### config.mk
export PLATFORM = sky130hd
export DESIGN_NAME = pipe_stall_ctrl
export DESIGN_NICKNAME = d
export VERILOG_FILES = /design/src/rtl/pipe_stall_ctrl.sv
export SDC_FILE = /design/constraint.sdc
export NUM_CORES = 1
export LEC_CHECK = 0
export BUFFER_PORTS_ARGS = -buffer_cell sky130_fd_sc_hd__buf_4
export CAP_MARGIN = 30
export CORE_UTILIZATION = 45
export DETAILED_ROUTE_END_ITERATION = 6
export GPL_TIMING_DRIVEN = 1
export PLACE_DENSITY = 0.74
export SETUP_SLACK_MARGIN = 0.05
export SLEW_MARGIN = 10
export SYNTH_ARGS = -nofsm -noshare
export SYNTH_HDL_FRONTEND = slang
export SYNTH_SLANG_ARGS = --single-unit
### constraint.sdc
create_clock -name clk -period 2.35 [get_ports clk]
set_input_delay 0.3525 -clock clk [delete_from_list [all_inputs] [get_ports clk]]
set_output_delay 0.3525 -clock clk [all_outputs]
set_load 0.005 [all_outputs]
### src/rtl/pipe_stall_ctrl.sv
// Pipeline hazard/stall controller: memory waits, fetch waits with redirect
// discard, branch flush, load-use bubble, and a saturating stall-cycle counter.
module pipe_stall_ctrl (
    input  logic        clk,
    input  logic        rst,
    input  logic        im_req,
    input  logic        im_ready,
    input  logic        dm_req,
    input  logic        dm_ready,
    input  logic [4:0]  id_rs1,
    input  logic [4:0]  id_rs2,
    input  logic [4:0]  ex_rd,
    input  logic        ex_mem_read,
    input  logic        branch_taken,
    input  logic        clr_cnt,
    output logic        stall_if,
    output logic        stall_id,
    output logic        stall_ex,
    output logic        stall_mem,
    output logic        stall_wb,
    output logic        flush_id,
    output logic        flush_ex,
    output logic [15:0] stall_cnt
);

    typedef enum logic [1:0] {
        RUN        = 2'd0,
        MEM_WAIT   = 2'd1,
        FETCH_WAIT = 2'd2
    } state_t;

    state_t      state_q, state_d;
    logic        discard_q, discard_d;
    logic [15:0] cnt_q, cnt_d;

    logic data_wait;
    logic fetch_wait;
    logic load_use;
    logic any_stall;

    assign data_wait  = dm_req & ~dm_ready;
    assign fetch_wait = im_req & ~im_ready;
    assign load_use   = ex_mem_read && (ex_rd != 5'd0) &&
                        ((ex_rd == id_rs1) || (ex_rd == id_rs2));

    always_comb begin
        state_d   = state_q;
        discard_d = discard_q;
        stall_if  = 1'b0;
        stall_id  = 1'b0;
        stall_ex  = 1'b0;
        stall_mem = 1'b0;
        stall_wb  = 1'b0;
        flush_id  = 1'b0;
        flush_ex  = 1'b0;

        unique case (state_q)
            RUN: begin
                if (data_wait) begin
                    {stall_if, stall_id, stall_ex, stall_mem, stall_wb} = '1;
                    state_d = MEM_WAIT;
                end else if (fetch_wait) begin
                    stall_if  = 1'b1;
                    flush_id  = 1'b1;
                    flush_ex  = branch_taken;
                    discard_d = branch_taken;
                    state_d   = FETCH_WAIT;
                end else if (branch_taken) begin
                    flush_id = 1'b1;
                    flush_ex = 1'b1;
                end else if (load_use) begin
                    stall_if = 1'b1;
                    stall_id = 1'b1;
                    flush_ex = 1'b1;
                end
            end
            MEM_WAIT: begin
                if (!dm_ready) begin
                    {stall_if, stall_id, stall_ex, stall_mem, stall_wb} = '1;
                end else begin
                    state_d = RUN;
                end
            end
            FETCH_WAIT: begin
                if (data_wait) begin
                    {stall_if, stall_id, stall_ex, stall_mem, stall_wb} = '1;
                end else if (!im_ready) begin
                    stall_if = 1'b1;
                    flush_id = 1'b1;
                    flush_ex = branch_taken;
                    if (branch_taken) begin
                        discard_d = 1'b1;
                    end
                end else begin
                    // A redirect pending or arriving now makes the returned word stale.
                    flush_id  = discard_q | branch_taken;
                    flush_ex  = branch_taken;
                    discard_d = 1'b0;
                    state_d   = RUN;
                end
            end
            default: begin
                state_d   = RUN;
                discard_d = 1'b0;
            end
        endcase

        if (rst) begin
            {stall_if, stall_id, stall_ex, stall_mem, stall_wb} = '0;
            flush_id = 1'b0;
            flush_ex = 1'b0;
        end
    end

    assign any_stall = stall_if | stall_id | stall_ex | stall_mem | stall_wb;

    always_comb begin
        cnt_d = cnt_q;
        if (clr_cnt) begin
            cnt_d = '0;
        end else if (any_stall && (cnt_q != 16'hFFFF)) begin
            cnt_d = cnt_q + 16'd1;
        end
    end

    always_ff @(posedge clk or posedge rst) begin
        if (rst) begin
            state_q   <= RUN;
            discard_q <= 1'b0;
            cnt_q     <= '0;
        end else begin
            state_q   <= state_d;
            discard_q <= discard_d;
            cnt_q     <= cnt_d;
        end
    end

    assign stall_cnt = cnt_q;

endmodule

==> results.cfg <==
[sta]
hold_ws_ns = 0.05068
finalSetupViolations = 0
skew_ns = 0.002851
tightestPinTransition_ns = 0.3949
slew_viol_final = 0
fmax_mhz = 460.7
fin_crit_ns = 2.170
slew_headroom = 0.7365
rsz0062_at_grt = no
tns_ns = 0
hold_viol = 0
layout_setup_ws_ns = 0.1796
finalCritPeriodShare = 0.9236

[clocking]
cts-root-buf = clkbuf_4
postCtsHoldBufs = 0
insertion_delay_ns = 0.31
clock_path_buffers = 2
cts_tree = yes
ctsHtreeMaxLevel = 1
clkTransAtPathRegs_ns = 0.11
cts_buffers = 3
numClockSinks = 19

[critical_path]
crit_arrival_ns = 1.82
r2r_slack_ns = 0.39
worstSetupPathType = register to primary output
reg2reg_from = stall_cnt[7]
path_max_fanout = 8
r2r_cells = 8
r2r_end = stall_cnt[4]
endpoint_kind = primary output
critPathRequiredTime_ns = 2.00
start_kind = register
crit_start = state_q[1]

[grt]
grt_pass1_vias = 1264
gr-usage-all-layers = 0.2141
grt_max_degree = 17
antenna_found_initial = 0
grt_overflow = 0
grt_pass1_wl_um = 5388

[placed_design]
post_dp_cell_area_mm2 = 0.001657
place_congestion = 0.9251
portBuffers = 46
dpl.hpwl_um = 2386
dp_slack_ns = 0.1491

[routing]
vias_per_cell = 5.457
wl_um = 3044
routedWlPerCell_um = 13.65
drtIter0Drc = 43
antenna_left = 0
dr.pass1.iters = 4
drc = 0
vias = 1217

[power]
leakage_nw = 0.8344
totalPowerFinal_mw = 0.6983
comb_power_share = 0.249
pwr-share-seq = 0.507
pwr-share-clk = 0.244
power.density_mw_per_mm2 = 412.5
ir_drop_mv = 0.3494
power.switching_mw = 0.2094
switching_share = 0.2998
intPower_mw = 0.4889

[die]
pin_count = 47
start_util = 0.4700
rows = 19
dieArea_mm2 = 0.003073
core-area_mm2 = 0.002734
die_y_um = 55.44
die_w_um = 55.44

[synthesis]
synth_flop_cell = dfrtp_1
ys_async_sr_fraction = 1.000
ys_seq_elements = 19
synth_warnings = 0
syn_avg_cell_area_um2 = 8.862
synth_edf_count = 0
netlist_instances = 145
syn_area_mm2 = 0.001285
yosysSeqAreaShare = 0.3700
syn_nets = 170
ys_types = 36

[outcome]
outcome = finished clean

[layout]
drive_above_1_share = 0.3177
nFillCells = 254
multi_input_area_um2 = 752.0
num_antenna_cells = 0
nNetsFinal = 218
area_growth_pct = 31.74
seq_area_um2 = 476.7
final_area_mm2 = 0.001693

[flow_run]
max_cap_violations = 0

[min_path]
hp-class = input port to async pin
-- worst max-delay path by stage --
stage               end  slack, ns  cells past startpoint
2_1_floorplan  stall_if       0.39                      5
3_3_place_gp   stall_id       0.16                      7
3_5_place_dp   stall_id       0.15                      7
4_1_cts        stall_if       0.09                      6
5_1_grt        stall_if       0.08                      6
6_report       stall_if       0.18                      6
-- final cells by class --
type / count / area share
timing repair buffer: 51 / 0.2262
inverter: 4 / 0.008869
clock buffer: 3 / 0.01330
tap: 31 / 0.02291
clock inverter: 1 / 0.002956
multi-input combinational: 114 / 0.4442
sequential: 19 / 0.2816
-- through the flow --
step / instances / utilization
2_1_floorplan: 145 / -
3_3_place_gp: 218 / 0.6060
3_5_place_dp: 218 / 0.6060
4_1_cts: 222 / 0.6160
5_1_grt: 223 / 0.6192
6_report: 223 / 0.6192
-- cells by family after synthesis --
kind of cell,synth area share
AO/OA/AOI/OAI,0.1159
flip-flops,0.3700
adder cells (fa/ha/maj),0.009736
XOR/XNOR,0.1636
AND/OR/NAND/NOR,0.2805
multiplexers,0.01558
buffers and inverters,0.04478
-- worst max-delay path: stages (launching register included) --
cell and delay [ns]:
dfrtp_2 0.47, inv_1 0.12, o211ai_1 0.12, buf_4 0.16
o41ai_4 0.33, and2_1 0.20, buf_4 0.11
-- cells in the mapped netlist, drive strengths merged (2+ instances only) --
cell,n,area share
a21oi,6,0.023
and2,3,0.015
and3,6,0.029
and4,3,0.020
buf,5,0.024
clkbuf,3,0.0088
dfrtp,19,0.37
inv,4,0.012
mux2i,2,0.016
nand2,5,0.015
nand3,10,0.043
nand4,6,0.029
nand4b,2,0.014
nor2,23,0.067
nor3,5,0.023
o21a,2,0.012
o21ai,4,0.016
xor2,23,0.16
-- flip-flops by register name, indices dropped and copies added (netlist names) --
signal	flops
stall_cnt	16
discard_q	1
state_q	2
-- power groups by stage --
stage	registers [mW]	clock network (mW)	logic (mW)
after floorplan	0.354	0	0.0969
after global placement	0.359	0	0.167
after detailed placement	0.360	0	0.171
after CTS	0.353	0.180	0.172
after global routing	0.357	0.189	0.192
final	0.354	0.171	0.174
-- layer usage --
| metal | up-vias | track usage | share of wire |
|---|---|---|---|
| met1 | 575 | 0.2711 | 0.44 |
| met5 | - | 0 | 0 |
| met4 | 0 | 0.07500 | 0.010 |
| met3 | 2 | 0.02576 | 0.039 |
| li1 | 599 | - | - |
| met2 | 41 | 0.3752 | 0.51 |
-- what timing repair did --
item,CTS,global route
setup buffers,0,1
endpoints found under the setup margin,0,2
gates resized for setup,0,2
-- cells in the final DEF, fill, tap and decap left out --
| cell type | n |
|---|---|
| a211oi_1 | 1 |
| nand4b_1 | 2 |
| dfrtp_1 | 18 |
| ha_1 | 1 |
| nand3_2 | 1 |
| o21ai_1 | 1 |
| o21ai_0 | 3 |
| nand4_1 | 6 |
| a21oi_1 | 6 |
| or2_2 | 1 |
| or3_1 | 1 |
| o41ai_4 | 1 |
| inv_1 | 4 |
| and2_1 | 3 |
| clkinv_2 | 1 |
| or4_1 | 1 |
| o211a_1 | 1 |
| xnor2_1 | 1 |
| nor2_1 | 23 |
| nor3_1 | 4 |
| clkbuf_4 | 3 |
| a31oi_2 | 1 |
| and3_1 | 6 |
| mux2i_1 | 2 |
| nand2_1 | 5 |
| a22oi_1 | 1 |
| and4_1 | 3 |
| o21a_1 | 2 |
| nor3_2 | 1 |
| buf_4 | 51 |
| nand3_1 | 9 |
| o211ai_1 | 1 |
| a2111o_1 | 1 |
| nand2b_1 | 1 |
| nor2b_1 | 1 |
| xor2_1 | 23 |
| dfrtp_2 | 1 |
Note: power is estimated with default switching activity, not from simulation.
